--- config.mk ---
export PLATFORM = sky130hd
export DESIGN_NAME = mdu_divider
export DESIGN_NICKNAME = d
export VERILOG_FILES = /design/src/rtl/mdu_divider.sv
export SDC_FILE = /design/constraint.sdc
export NUM_CORES = 1
export LEC_CHECK = 0
export BUFFER_PORTS_ARGS = -buffer_cell sky130_fd_sc_hd__buf_2
export CAP_MARGIN = 20
export CORE_ASPECT_RATIO = 1.75
export CORE_MARGIN = 2
export CORE_UTILIZATION = 55
export DETAILED_ROUTE_END_ITERATION = 8
export PLACE_DENSITY = 0.75
export SYNTH_ARGS = -nofsm -noshare
export SYNTH_HDL_FRONTEND = slang
export SYNTH_SLANG_ARGS = --single-unit
--- constraint.sdc ---
create_clock -name clk -period 7 [get_ports clk]
set_clock_uncertainty 0.2 [all_clocks]
set_input_delay 0.35 -clock clk [delete_from_list [all_inputs] [get_ports clk]]
set_output_delay 0.35 -clock clk [all_outputs]
set_load 0.1 [all_outputs]
--- src/rtl/mdu_divider.sv ---
// ============================================================================
// mdu_divider: iterative restoring 32-bit divider for MIPS div/divu (LO/HI)
// Revision: 1.0
// ============================================================================
`default_nettype none

module mdu_divider #(
  parameter int DP_WIDTH = 32
) (
  input  logic                clk,
  input  logic                rst,
  input  logic                start_i,
  input  logic                is_signed_i,
  input  logic [DP_WIDTH-1:0] dividend_i,
  input  logic [DP_WIDTH-1:0] divisor_i,
  output logic                busy_o,
  output logic                done_o,
  output logic [DP_WIDTH-1:0] quotient_o,
  output logic [DP_WIDTH-1:0] remainder_o,
  output logic                div_by_zero_o
);

  localparam int CW = $clog2(DP_WIDTH);

  typedef enum logic [1:0] {
    S_IDLE = 2'd0,
    S_CALC = 2'd1,
    S_FIX  = 2'd2,
    S_DONE = 2'd3
  } state_e;

  state_e                state_q, state_d;
  logic [CW-1:0]         cnt_q, cnt_d;
  logic [DP_WIDTH-1:0]   rem_q, rem_d;
  logic [DP_WIDTH-1:0]   quo_q, quo_d;
  logic [DP_WIDTH-1:0]   dvs_q, dvs_d;
  logic                  negq_q, negq_d;
  logic                  negr_q, negr_d;
  logic [DP_WIDTH-1:0]   qres_q, qres_d;
  logic [DP_WIDTH-1:0]   rres_q, rres_d;
  logic                  dbz_q, dbz_d;

  logic                  w_dvd_neg, w_dvs_neg;
  logic [DP_WIDTH-1:0]   w_dvd_mag, w_dvs_mag;
  logic [DP_WIDTH:0]     w_rem_sh;
  logic                  w_ge;
  logic [DP_WIDTH-1:0]   w_diff;

  assign w_dvd_neg = is_signed_i & dividend_i[DP_WIDTH-1];
  assign w_dvs_neg = is_signed_i & divisor_i[DP_WIDTH-1];
  assign w_dvd_mag = w_dvd_neg ? (~dividend_i + 1'b1) : dividend_i;
  assign w_dvs_mag = w_dvs_neg ? (~divisor_i + 1'b1) : divisor_i;

  // Partial remainder is always below the divisor, so only the shifted value
  // needs the extra bit for an exact compare.
  assign w_rem_sh = {rem_q, quo_q[DP_WIDTH-1]};
  assign w_ge     = (w_rem_sh >= {1'b0, dvs_q});
  assign w_diff   = w_rem_sh[DP_WIDTH-1:0] - dvs_q;

  always_comb begin
    state_d = state_q;
    cnt_d   = cnt_q;
    rem_d   = rem_q;
    quo_d   = quo_q;
    dvs_d   = dvs_q;
    negq_d  = negq_q;
    negr_d  = negr_q;
    qres_d  = qres_q;
    rres_d  = rres_q;
    dbz_d   = dbz_q;
    case (state_q)
      S_IDLE: begin
        if (start_i) begin
          if (divisor_i == '0) begin
            qres_d  = '1;
            rres_d  = dividend_i;
            dbz_d   = 1'b1;
            state_d = S_DONE;
          end else begin
            rem_d   = '0;
            quo_d   = w_dvd_mag;
            dvs_d   = w_dvs_mag;
            negq_d  = w_dvd_neg ^ w_dvs_neg;
            negr_d  = w_dvd_neg;
            cnt_d   = CW'(DP_WIDTH - 1);
            state_d = S_CALC;
          end
        end
      end
      S_CALC: begin
        if (w_ge) begin
          rem_d = w_diff;
          quo_d = {quo_q[DP_WIDTH-2:0], 1'b1};
        end else begin
          rem_d = w_rem_sh[DP_WIDTH-1:0];
          quo_d = {quo_q[DP_WIDTH-2:0], 1'b0};
        end
        if (cnt_q == '0) begin
          state_d = S_FIX;
        end else begin
          cnt_d = cnt_q - 1'b1;
        end
      end
      S_FIX: begin
        // Truncating division: remainder follows the dividend's sign.
        qres_d  = negq_q ? (~quo_q + 1'b1) : quo_q;
        rres_d  = negr_q ? (~rem_q + 1'b1) : rem_q;
        dbz_d   = 1'b0;
        state_d = S_DONE;
      end
      S_DONE: begin
        state_d = S_IDLE;
      end
      default: begin
        state_d = S_IDLE;
      end
    endcase
  end

  always_ff @(posedge clk) begin
    if (rst) begin
      state_q <= S_IDLE;
      cnt_q   <= '0;
      rem_q   <= '0;
      quo_q   <= '0;
      dvs_q   <= '0;
      negq_q  <= 1'b0;
      negr_q  <= 1'b0;
      qres_q  <= '0;
      rres_q  <= '0;
      dbz_q   <= 1'b0;
    end else begin
      state_q <= state_d;
      cnt_q   <= cnt_d;
      rem_q   <= rem_d;
      quo_q   <= quo_d;
      dvs_q   <= dvs_d;
      negq_q  <= negq_d;
      negr_q  <= negr_d;
      qres_q  <= qres_d;
      rres_q  <= rres_d;
      dbz_q   <= dbz_d;
    end
  end

  assign busy_o        = (state_q == S_CALC) || (state_q == S_FIX);
  assign done_o        = (state_q == S_DONE);
  assign quotient_o    = qres_q;
  assign remainder_o   = rres_q;
  assign div_by_zero_o = dbz_q;

endmodule

`default_nettype wire
# ---- After elaboration in Yosys (flattened, before gate mapping)
# Cells that the tools add are included.
dict set report classes {
  n_lt_le_gt_ge 1
  addsub 6
  eq_ne 8
  n_reduce_logical 11
  n_mux 29
  bitwise 8
}
# operator n
set op_table {}
lappend op_table {{$mux W32} 13}
lappend op_table {{$pmux W32 S2} 4}
lappend op_table {{$add A32 B1 Y32 const B} 4}
lappend op_table {{$not A32 Y32} 4}
lappend op_table {{$ge A33 B32 Y1} 1}
lappend op_table {{$logic_not A32 Y1} 1}
lappend op_table {{$sub A32 B32 Y32} 1}
lappend op_table {{$mux W5} 3}
lappend op_table {{$ne A2 B2 Y1 const B} 5}
lappend op_table {{$pmux W5 S2} 1}
lappend op_table {{$reduce_and A3 Y1} 3}
lappend op_table {{$pmux W2 S4} 1}
lappend op_table {{$mux W2} 3}
lappend op_table {{$logic_not A5 Y1} 1}
lappend op_table {{$sub A5 B1 Y5 const B} 1}
lappend op_table {{$eq A2 B2 Y1 const B} 2}
lappend op_table {{$reduce_and A4 Y1} 1}
lappend op_table {{$reduce_bool A2 Y1} 2}
lappend op_table {{$mux W1} 3}
lappend op_table {{$and A1 B1 Y1} 2}
lappend op_table {{$eq A2 B1 Y1 const B} 1}
lappend op_table {{$logic_not A2 Y1} 1}
lappend op_table {{$pmux W1 S2} 1}
lappend op_table {{$reduce_and A2 Y1} 1}
lappend op_table {{3 further kinds} 3}
dict set report word_totals {
  out_inout_bits 67
  word_cells 73
  register_bits 170
}

# ---- Logic depth before layout (Yosys ltp)
# Gate-level depths: netlist of run 1.
dict set report logic_depth {
  ltp_word 6
  depth_mapped 13
}

# ---- Worst setup path before layout of run 1
# OpenSTA, ideal clock, no wires.
dict set report synth_timing {
  path_type {register -> register}
  start {register rem_q[4]}
  end {register rem_q[17]}
  setup_time_ps 127
  arrival_time_ps 2827
  period_less_slack_ps 3154
  slack_ps 3846
  stages_incl_launch_ff 12
  required_ps 6673
  n_path_buf 2
  cell_sequence {dfxtp_1 ha_1 a21o_1 a221oi_1 a21boi_0 o211ai_1 a21oi_2 a41oi_1 buf_2 buf_1 mux2i_1 o21ai_1}
}
dict set report synth_via {
  elab_chain_cells 3
  word_cells_on_any_way 4
}
# item line_no
set synth_rtl {}
lappend synth_rtl {{start: declaration} 34} ;# logic [DP_WIDTH-1:0] rem_q, rem_d;
lappend synth_rtl {{start signal: assignment} 135} ;# rem_q <= rem_d;
lappend synth_rtl {{$sub A32 B32 Y32 or $ge A33 B32 Y1 (tied branches)} {58, 57}}
lappend synth_rtl {{$mux W32 *} 91} ;# if (w_ge) begin
lappend synth_rtl {{$pmux W32 S2 *} 71} ;# case (state_q)
# Every way passes the cells marked *; elsewhere a longest branch is shown, timed or not.
# A chain may end at the register's enable or synchronous reset.

# ---- Final worst setup path of run 1
dict set report layout_timing {
  start {input divisor_i[7]}
  end {register rem_q[26]}
}
dict set report layout_via {
  elab_chain_cells 3
}
# item line_no
set layout_rtl {}
lappend layout_rtl {{start: declaration} 15} ;# input logic [DP_WIDTH-1:0] divisor_i,
lappend layout_rtl {{$logic_not A32 Y1} 74} ;# if (divisor_i == '0) begin
lappend layout_rtl {{$ne A2 B2 Y1 (no line)} n/a}
lappend layout_rtl {{$reduce_and A3 Y1 (no line)} n/a}
# Every way passes these cells.

==> results of run 1 <==
==> sequential cells by signal (all words and copies together) (netlist names), 2 cells and up <==
register	cells
cnt_q	5
dvs_q	32
quo_q	32
quotient_o	32
rem_q	32
remainder_o	32
state_q	2
==> power breakdown <==
part	total, mW	leakage, nW	switching, mW	internal, mW
clock	1.01	0.292	0.400	0.605
combinational	2.33	3.54	1.63	0.704
sequential	1.36	1.39	0.183	1.17
total	4.69	5.22	2.21	2.48
==> logic make-up after synthesis <==
group | synth area share [%]
AOI/OAI and AO/OA | 27.8
and+or+nand+nor | 18.5
DFF | 30.1
buffers and inverters | 5.53
xor gates and xnor gates | 11.1
adders and majority gates | 4.83
muxes | 2.06
==> worst paths after layout <==
| check | from | endpoint | slack, ns |
|---|---|---|---|
| worst max register to register | rem_q[2] | rem_q[15] | 3.23 |
| worst min register to register | remainder_o[4] | remainder_o[4] | 0.26 |
| worst max-delay path | divisor_i[7] | rem_q[26] | 3.21 |
| worst min-delay path | divisor_i[12] | dvs_q[12] | 0.02 |
==> worst register-to-register path, delay by kind of cell, from the launching register on <==
family	cells	cell delay [ns]
AO/OA/AOI/OAI	7	1.49
buffers and inverters	2	0.64
flip-flops	1	0.50
AND/OR/NAND/NOR	1	0.46
adder cells (fa/ha/maj)	1	0.36
==> placed cells by master (no fill, tap or decap), types with 5 or more instances in the layout <==
master	n
a211oi_1	41
a211oi_2	19
a21o_1	20
a21oi_1	120
a311oi_1	27
a31oi_1	9
a32oi_1	15
and2_1	5
and3_1	7
buf_2	133
buf_4	16
clkbuf_16	17
dfxtp_1	170
ha_1	41
inv_1	60
mux2i_1	21
nand2_1	160
nand2b_1	10
nand3_1	13
nand4_1	8
nor2_1	164
nor2b_1	7
nor3_1	19
nor4_1	9
o211ai_1	33
o21ai_0	63
o21ai_1	25
o31ai_1	28
o41ai_1	19
or3_1	16
or4_1	15
xnor2_1	55
xor2_1	88
==> area by class of cell <==
cell class,instances,share of cell area [%]
Clock buffer,20,3.52
Clock inverter,10,1.34
Inverter,60,1.78
Multi-Input combinational cell,1124,57.8
Sequential cell,170,26.8
Tap cell,248,2.45
Timing Repair Buffer,150,6.27
==> cell usage after synthesis (13+ instances only) <==
master	number	area share (%)
dfxtp_1	170	30
nor2_1	164	5.5
nand2_1	160	5.3
a21oi_1	120	5.3
xor2_1	88	6.8
clkbuf_1	66	2.2
o21ai_0	63	2.8
inv_1	60	2.0
xnor2_1	55	4.3
ha_1	42	4.7
a211oi_1	41	2.7
o211ai_1	33	2.2
o31ai_1	28	1.9
a311oi_1	27	2.1
o21ai_1	25	1.1
mux2i_1	21	1.9
a21o_1	20	1.3
a211oi_2	19	2.1
buf_2	19	0.84
nor3_1	19	0.84
o41ai_1	19	1.5
or3_1	16	0.89
a32oi_1	15	1.2
or4_1	15	1.0
nand3_1	13	0.58
==> per-layer routing <==
metal,vias to the layer above,global-route usage (%),part of all wire (%)
met5,-,0,0
met4,0,12.7,3.8
met3,63,3.51,3.5
met2,287,51.5,54
met1,4983,30.2,39
li1,5375,-,-
==> through the flow <==
step                hold WS [ns]  util (%)
global placement           0.238      59.6
finish                    0.0184      62.8
global route              0.0256      62.8
CTS                      0.00997      62.7
floorplan                  0.232         -
detailed placement         0.255      59.6
==> key figures, run 1 <==
Power and ir drop
  • IR drop worst, VDD: 299 µV
  • LEAKAGE: 5.22 nW
  • Total power: 4.69 mW
  • Pwr Density: 370 mW/mm²

Critical path
  • Req. time, crit path: 7.16 ns
  • R2R depth: 11
  • Crit-path max cell delay: 0.60 ns
  • Buf+Inv Stages, Crit Path: 2
  • Critical path arrival: 3.95 ns
  • Family with the most delay on the worst path: simple AND/OR/NAND/NOR gates
  • Crit-path max FO: 33
  • Crit path depth: 10
  • Worst setup SP type: primary input
  • Kind of critical path: primary input to register
  • Worst setup EP type: register
  • Critical Path Slowest Stage Cell: nor2_4
  • CP Cell Sequence: buf_2 -> or4_4 -> or4_1 -> or3_1 -> o21bai_4 -> o21ai_2 -> buf_4 -> nor2_4 -> a32oi_1 -> o21ai_1

Job
  • Max cap viols: 0

Routing
  • Via count: 10.7k
  • Post-route DRC: 0
  • Vias/cell: 6.01
  • Routed WL per cell: 17.0 µm
  • First-pass iteration count of the detailed router: 7
  • First-iteration detailed-routing DRC count: 567
  • Final WL: 30200 µm
  • Routed Antenna Nets: 0

Run status
  • Outcome: finished, final reports clean

Timing
  • Min Tclk post-route: 3.79 ns
  • FMAX: 0.264 GHz
  • Slew HR: 31.6%
  • Setup_tns: 0 ns
  • Period utilisation layout: 54.1%
  • Worst-Margin Slew: 1.02 ns
  • Final Setup Violations: 0
  • Slew Limit Fails: 0
  • Setup ws final: 3.21 ns
  • RSZ-0062 raised after global routing: false
  • Final hold vios: 0

Clock network
  • CTS Buffer Depth: 2
  • Skew-Pair Late Insertion Delay: 0.43 ns
  • Clk sinks: 170
  • Reg clk slew, reported paths: 0.07 ns
  • CTS Hold Bufs: 1
  • Clock Tree Root: clkbuf_16
  • CTS tree: yes
  • H-tree Lvls: 4
  • Post-CTS Setup Bufs: 0
  • Post_cts resized: 0
  • Cts bufs inserted: 17

Placement
  • Post-DP HPWL: 22700 µm
  • Port Buffers: 134
  • Dpl cells: 1750
  • Post-DP Area: 0.0120 mm²
  • Place WS: 2.83 ns
  • Routability cong.: 0.946

Die
  • Starting Density: 55.9%
  • Core outline area: 0.0202 mm²
  • IO Pins: 135
  • Die Wd: 112 µm
  • Die ar.: 0.0217 mm²
  • Cell row count: 69
  • Die H: 194 µm

Synthesis
  • Post-synth EDFFs: 0
  • Mean Syn Cell Area: 7.80 µm²
  • Ys flop type: dfxtp_1
  • Post-Synthesis Cells: 1447
  • Yosys reg bits: 170
  • Distinct cells, synth: 74
  • Synthesized area: 0.0113 mm²
  • Net Count, Synth: 1558
  • Post-synthesis sequential area ratio: 30.1%
  • Synth Warn #: 0
  • Ys async rst share: 0%

GRT
  • Largest net degree at the start of global routing: 90
  • GRT overflow: 0
  • Initial antenna violation count: 0
  • Vias in the first global route: 10.2k
  • First-pass GRT wire length: 49500 µm
  • GRT Util Overall: 27.5%

Cells and area
  • Final instance area: 0.0127 mm²
  • Layout overhead on the synthesized area: 12.3%
  • Antenna fix cells: 0
  • Final Net Count: 1634
  • Multi-input logic area: 0.00733 mm²
  • Storage cell area: 0.00340 mm²
  • Fill count: 1820
  • Layout cells sized above 1: 14.4%
  • Post-Layout Cell Count: 1782

Hold path
  • HP Class: primary input to register
  • Hold Path Depth: 3
Note: power is estimated with default switching activity, not from simulation.
==> inputs of run 2 (changes only) <==
--- a/config.mk
+++ b/config.mk
@@ -5,13 +5,14 @@
 export SDC_FILE = /design/constraint.sdc
 export NUM_CORES = 1
 export LEC_CHECK = 0
+export ABC_AREA = 1
 export BUFFER_PORTS_ARGS = -buffer_cell sky130_fd_sc_hd__buf_2
 export CAP_MARGIN = 20
 export CORE_ASPECT_RATIO = 1.75
 export CORE_MARGIN = 2
 export CORE_UTILIZATION = 55
 export DETAILED_ROUTE_END_ITERATION = 8
-export PLACE_DENSITY = 0.75
+export PLACE_DENSITY = 0.77
 export SYNTH_ARGS = -nofsm -noshare
 export SYNTH_HDL_FRONTEND = slang
 export SYNTH_SLANG_ARGS = --single-unit
==> constraint.sdc (replaced) <==
create_clock -name clk -period 3.1 [get_ports clk]
set_clock_uncertainty 0.2 [all_clocks]
set_input_delay 0.155 -clock clk [delete_from_list [all_inputs] [get_ports clk]]
set_output_delay 0.155 -clock clk [all_outputs]
set_load 0.1 [all_outputs]
==> key figures, run 2 <==
GRT
  • Initial antenna violation count: 0 (unchanged)
  • GRT Util Overall: 36.8% (was 27.5%)
  • First-pass GRT wire length: 70900 µm (was 49500 µm)
  • GRT overflow: 0 (unchanged)
  • Largest net degree at the start of global routing: 77 (was 90)
  • Vias in the first global route: 13.8k (was 10.2k)

Critical path
  • Worst setup EP type: register (unchanged)
  • Kind of critical path: primary input to register (unchanged)
  • Crit-path max FO: 41 (was 33)
  • Req. time, crit path: 3.24 ns (was 7.16 ns)
  • Buf+Inv Stages, Crit Path: 5 (was 2)
  • Crit-path max cell delay: 0.56 ns (was 0.60 ns)
  • CP Cell Sequence: dlygate4sd3_1 -> buf_2 -> inv_1 -> ha_1 -> nand2_2 -> nor2_4 -> nand4_4 -> nand2_4 -> inv_2 -> o21ai_1 -> a21oi_1 -> dlygate4sd3_1 (was buf_2 -> or4_4 -> or4_1 -> or3_1 -> o21bai_4 -> o21ai_2 -> buf_4 -> nor2_4 -> a32oi_1 -> o21ai_1)
  • Family with the most delay on the worst path: buffers and inverters (was simple AND/OR/NAND/NOR gates)
  • Critical path arrival: 3.07 ns (was 3.95 ns)
  • Most frequent CP cell: dlygate4sd3_1
  • Worst setup SP type: primary input (unchanged)
  • Critical Path Slowest Stage Cell: dlygate4sd3_1 (was nor2_4)

Placement
  • Routability cong.: 1.11 (was 0.946)
  • Port Buffers: 134 (unchanged)
  • Dpl cells: 2496 (was 1750)
  • Place WS: 0.226 ns (was 2.83 ns)
  • Post-DP HPWL: 35600 µm (was 22700 µm)
  • Post-DP Area: 0.0137 mm² (was 0.0120 mm²)

Synthesis
  • Synth top cells by count: 548 x nand2_1, 291 x inv_1, 199 x nand3_1 (was 170 x dfxtp_1, 164 x nor2_1, 160 x nand2_1)
  • Simple-Gate Fraction of Synth Area: 34.2% (was 18.5%)
  • Top-count cell post-synth: nand2_1 (was dfxtp_1)
  • Post-synth EDFFs: 0 (unchanged)
  • Ys flop type: dfxtp_1 (unchanged)
  • Yosys reg bits: 170 (unchanged)
  • Ys async rst share: 0% (unchanged)
  • Largest area contributor in the synthesized netlist: dfxtp_1 (unchanged)
  • Synth Area in Compound Gates: 18.0% (was 27.8%)
  • Distinct cells, synth: 50 (was 74)
  • Synthesized area: 0.0129 mm² (was 0.0113 mm²)
  • Net Count, Synth: 2231 (was 1558)
  • Mux cell area share after synthesis: 0% (was 2.06%)
  • Top cells by area, synth: dfxtp_1 26%, nand2_1 16%, inv_1 8.5% (was dfxtp_1 30%, xor2_1 6.8%, nor2_1 5.5%)
  • Post-synth top area share: 26.3% (was 30.1%)
  • Mean Syn Cell Area: 6.09 µm² (was 7.80 µm²)
  • Post-Synthesis Cells: 2120 (was 1447)
  • Post-synthesis sequential area ratio: 26.3% (was 30.1%)
  • Main combinational cell family by area after synthesis: simple AND/OR/NAND/NOR gates (was compound AO/OA/AOI/OAI gates)
  • Synth Warn #: 0 (unchanged)
  • XOR/XNOR Fraction of Synth Area: 5.29% (was 11.1%)
  • Synth Area in Adders: 4.22% (was 4.83%)

Timing
  • Min Tclk post-route: 2.93 ns
  • RSZ-0062 raised after global routing: false (unchanged)
  • Worst Hold Slack: 0.00983 ns (was 0.0184 ns)
  • Final Setup Violations: 0 (unchanged)
  • FMAX: 0.341 GHz
  • Slew HR: 42.7% (was 31.6%)
  • Slew Limit Fails: 0 (unchanged)
  • Final hold vios: 0 (unchanged)
  • Period utilisation layout: 94.6%
  • Setup_tns: 0 ns (unchanged)
  • Setup ws final: 0.167 ns (was 3.21 ns)
  • Worst-Margin Slew: 0.860 ns (was 1.02 ns)

Routing
  • Vias/cell: 5.60 (was 6.01)
  • Wire length on met1: 15900 µm (was 11800 µm)
  • DR top layer: met4 (unchanged)
  • Via count: 14.5k (was 10.7k)
  • Met3 WL: 1750 µm (was 1070 µm)
  • First-pass iteration count of the detailed router: 8 (was 7)
  • First-iteration detailed-routing DRC count: 1096 (was 567)
  • Routed Antenna Nets: 0 (unchanged)
  • Post-route DRC: 0 (unchanged)
  • Final WL: 45600 µm (was 30200 µm)
  • Met2 WL post-DR: 23900 µm (was 16200 µm)
  • Routed WL per cell: 17.6 µm (was 17.0 µm)

Power and ir drop
  • LEAKAGE: 7.35 nW (was 5.22 nW)
  • Total power: 13.6 mW (was 4.69 mW)
  • Pwr Density: 906 mW/mm² (was 370 mW/mm²)
  • IR drop worst, VDD: 791 µV (was 299 µV)

Cells and area
  • Layout cells sized above 1: 10.9% (was 14.4%)
  • Commonest non-fill, non-tap cell in the layout: nand2_1 (was dfxtp_1)
  • Post-Layout Cell Count: 2588 (was 1782)
  • Final instance area: 0.0150 mm² (was 0.0127 mm²)
  • Layout overhead on the synthesized area: 16.0% (was 12.3%)
  • Most frequent cells in the layout: 548 x nand2_1, 290 x inv_1, 199 x nand3_1 (was 170 x dfxtp_1, 164 x nor2_1, 160 x nand2_1)
  • Antenna fix cells: 0 (unchanged)
  • Final Net Count: 2382 (was 1634)
  • Final core occ: 64.4% (was 62.8%)

Clock network
  • Clk sinks: 170 (unchanged)
  • Reg clk slew, reported paths: 0.07 ns (about the same)
  • Skew-Pair Late Insertion Delay: 0.46 ns (was 0.43 ns)
  • Clock Tree Root: clkbuf_16 (unchanged)
  • Cts bufs inserted: 17 (unchanged)
  • CTS tree: yes (unchanged)
  • H-tree Lvls: 4 (unchanged)
  • CTS Buffer Depth: 2 (unchanged)
  • Post-CTS Setup Bufs: 0 (unchanged)

Die
  • Die ar.: 0.0248 mm² (was 0.0217 mm²)
  • Die Wd: 120 µm (was 112 µm)
  • Core outline area: 0.0232 mm² (was 0.0202 mm²)
  • IO Pins: 135 (unchanged)
  • Die H: 207 µm (was 194 µm)
  • Starting Density: 55.6% (was 55.9%)
  • Cell row count: 74 (was 69)

Run status
  • Outcome: finished, final reports clean (unchanged)

Job
  • Max cap viols: 0 (unchanged)

Hold path
  • HP Class: primary input to register (unchanged)
-- run 2: cell types whose count changed in the layout (fill, tap and decap cells not counted), sizes merged, moves of 30 or more --
cell and delta:
nand2 +396, a21oi +62, dlygate4sd3 +59, nand3 +190, o21ai +72, inv +235
nor2 +30, a211oi -44, xnor2 -37
-- run 2: tightest hold or removal path, delay by kind of cell --
family / cells / cell delay (ns)
AO/OA/AOI/OAI: 2 / 0.32
buffers and inverters: 2 / 0.15
-- run 2: cell type report --
class | instances | area (µm²)
clock buffer | 22 | 484
clock inverter | 10 | 140
multi-input combinational | 1568 | 7980
inverter | 298 | 1120
fill | 2294 | 8260
tap | 304 | 380
sequential | 170 | 3400
timing repair buffer | 216 | 1470
-- run 2: power by group --
part	switching, mW	leakage (nW)	internal (mW)	total [mW]
registers	0.549	1.39	2.88	3.42
clock network	0.959	0.298	1.35	2.31
logic	6.05	5.66	1.78	7.83
-- run 2: routing by layer --
metal	track usage, %	vias up
li1	-	7183
met1	35.6	6623
met2	70.0	520
met3	4.18	170
met4	29.2	0
met5	0	-
-- run 2: timing repair --
action	in CTS	in global routing
endpoints found under the setup margin	0	1
endpoints found under the hold margin	79	0
resized for setup	0	1
hold buffers	60	0
-- run 2: logic make-up (layout without fill, tap and decap cells) --
logic type | count (synthesis) | after routing
buf+inv | 382 | 546
flops | 170 | 170
xor+xnor | 78 | 78
simple gates | 1030 | 1030
fa+ha+maj | 43 | 43
compound gates | 417 | 417
-- run 2: path summary, 6_finish.rpt --
path,from,to,slack (ns),depth (start not counted)
hold / removal,start_i,state_q[1],0.01,4
setup / recovery,divisor_i[0],dvs_q[31],0.17,12
hold reg to reg,cnt_q[4],cnt_q[4],0.29,2
setup reg to reg,rem_q[16],rem_q[2],0.30,11
==> inputs of run 3 (changes only) <==
--- a/config.mk
+++ b/config.mk
@@ -9,7 +9,7 @@
 export BUFFER_PORTS_ARGS = -buffer_cell sky130_fd_sc_hd__buf_2
 export CAP_MARGIN = 20
 export CORE_ASPECT_RATIO = 1.75
-export CORE_MARGIN = 2
+export CORE_MARGIN = 5
 export CORE_UTILIZATION = 55
 export DETAILED_ROUTE_END_ITERATION = 8
 export PLACE_DENSITY = 0.77
==> key figures, run 3 (same netlist as run 2, synthesis figures left out) <==
Cells and area
  • Final Net Count: 2393 (was 2382)
  • Layout cells sized above 1: 11.0% (was 10.9%)
  • Layout overhead on the synthesized area: 16.9% (was 16.0%)
  • Most frequent cells in the layout: 548 x nand2_1, 290 x inv_1, 199 x nand3_1 (unchanged)
  • Antenna fix cells: 0 (unchanged)
  • Commonest non-fill, non-tap cell in the layout: nand2_1 (unchanged)

Critical path
  • Kind of critical path: primary input to register (unchanged)
  • Most frequent CP cell: dlygate4sd3_1 (unchanged)
  • Buf+Inv Stages, Crit Path: 5 (unchanged)
  • Crit-path max FO: 18 (was 41)
  • Critical path arrival: 3.16 ns (was 3.07 ns)
  • Worst setup EP type: register (unchanged)
  • Worst setup SP type: primary input (unchanged)
  • CP Cell Sequence: dlygate4sd3_1 -> buf_2 -> inv_1 -> ha_1 -> nand2_2 -> nor2_4 -> nand4_4 -> nand2_8 -> a21oi_1 -> dlygate4sd3_1 -> a21oi_1 -> dlygate4sd3_1 (was dlygate4sd3_1 -> buf_2 -> inv_1 -> ha_1 -> nand2_2 -> nor2_4 -> nand4_4 -> nand2_4 -> inv_2 -> o21ai_1 -> a21oi_1 -> dlygate4sd3_1)
  • Req. time, crit path: 3.29 ns (was 3.24 ns)
  • Critical Path Slowest Stage Cell: dlygate4sd3_1 (unchanged)
  • Crit-path max cell delay: 0.56 ns (about the same)
  • Family with the most delay on the worst path: buffers and inverters (unchanged)

Die
  • Starting Density: 55.6% (unchanged)
  • Die ar.: 0.0268 mm² (was 0.0248 mm²)
  • Core outline area: 0.0232 mm² (unchanged)
  • Die Wd: 126 µm (was 120 µm)
  • IO Pins: 135 (unchanged)
  • Cell row count: 74 (unchanged)
  • Die H: 213 µm (was 207 µm)

Routing
  • Routed WL per cell: 17.5 µm (was 17.6 µm)
  • Via count: 14.6k (was 14.5k)
  • Final WL: 45400 µm (was 45600 µm)
  • First-pass iteration count of the detailed router: 6 (was 8)
  • Vias/cell: 5.60 (about the same)
  • First-iteration detailed-routing DRC count: 1021 (was 1096)
  • Post-route DRC: 0 (unchanged)
  • Routed Antenna Nets: 0 (unchanged)

GRT
  • GRT Util Overall: 33.5% (was 36.8%)
  • Initial antenna violation count: 0 (unchanged)
  • Vias in the first global route: 14.1k (was 13.8k)
  • First-pass GRT wire length: 71300 µm (was 70900 µm)
  • Largest net degree at the start of global routing: 78 (was 77)
  • GRT overflow: 0 (unchanged)

Placement
  • Routability cong.: 1.08 (was 1.11)
  • Place WS: 0.302 ns (was 0.226 ns)
  • Post-DP HPWL: 35300 µm (was 35600 µm)
  • Port Buffers: 134 (unchanged)

Clock network
  • Clock Tree Root: clkbuf_16 (unchanged)
  • H-tree Lvls: 4 (unchanged)
  • Skew-Pair Late Insertion Delay: 0.45 ns (was 0.46 ns)
  • Cts bufs inserted: 17 (unchanged)
  • CTS Buffer Depth: 2 (unchanged)
  • Reg clk slew, reported paths: 0.07 ns (about the same)
  • CTS tree: yes (unchanged)
  • Clk sinks: 170 (unchanged)

Power and ir drop
  • Total power: 13.6 mW (about the same)
  • IR drop worst, VDD: 514 µV (was 791 µV)
  • Pwr Density: 901 mW/mm² (was 906 mW/mm²)
  • LEAKAGE: 7.41 nW (was 7.35 nW)

Job
  • Max cap viols: 0 (unchanged)

Timing
  • Final Setup Violations: 0 (unchanged)
  • Slew Limit Fails: 0 (unchanged)
  • Worst-Margin Slew: 0.859 ns (was 0.860 ns)
  • RSZ-0062 raised after global routing: false (unchanged)
  • Setup ws final: 0.131 ns (was 0.167 ns)
  • Period utilisation layout: 95.8% (was 94.6%)
  • Final hold vios: 0 (unchanged)
  • FMAX: 0.337 GHz (was 0.341 GHz)
  • Setup_tns: 0 ns (unchanged)
  • Min Tclk post-route: 2.97 ns (was 2.93 ns)
  • Slew HR: 42.7% (about the same)

Run status
  • Outcome: finished, final reports clean (unchanged)

Hold path
  • HP Class: primary input to register (unchanged)
run 3: through the flow:
stage          cells  cell area, µm²  hold WS (ns)  utilization [%]
2_1_floorplan   2120           12900         0.112                -
3_3_place_gp    2499           13800         0.255             59.3
3_5_place_dp    2499           13800         0.267             59.3
4_1_cts         2599           15100       0.00487             64.9
5_1_grt         2599           15100       0.00689             65.0
6_report        2599           15100        0.0214             65.0
run 3: routing by layer:
layer  vias up  share of wire [%]  GRT usage [%]
li1       7217                  -              -
met1      6572                 34           33.2
met5         -                  0              0
met3       204                5.0           4.73
met2       571                 51           60.7
met4         0                9.4           28.8
run 3: final timing paths:
| check | start | to | slack [ns] | cells past startpoint |
|---|---|---|---|---|
| setup / recovery | divisor_i[0] | dvs_q[31] | 0.13 | 12 |
| hold / removal | divisor_i[9] | dvs_q[9] | 0.02 | 3 |
| setup reg to reg | state_q[0] | remainder_o[18] | 0.31 | 10 |
| hold reg to reg | cnt_q[4] | cnt_q[4] | 0.28 | 2 |
run 3: final cells by class:
cell class / instances / area [µm²]
fill: 2146 / 8140
multi-input combinational: 1568 / 7980
sequential: 170 / 3400
timing repair buffer: 227 / 1590
inverter: 298 / 1120
clock buffer: 22 / 484
tap: 304 / 380
clock inverter: 10 / 140
run 3: tightest hold or removal path, cell delays in order:
cell	delay (ns)
buf_2	0.11
xor2_1	0.19
a21oi_1	0.17
run 3: what timing repair did:
action	in CTS	in global routing
hold buffers	68	0
setup buffers	0	0
endpoints found under the hold margin	85	0
resized for setup	0	3
endpoints found under the setup margin	0	4
run 3: power breakdown:
part / switching [mW] / total, mW / internal (mW)
Sequential: 0.556 / 3.43 / 2.88
Combinational: 6.05 / 7.88 / 1.83
Clock: 0.935 / 2.29 / 1.35
Total: 7.54 / 13.6 / 6.06
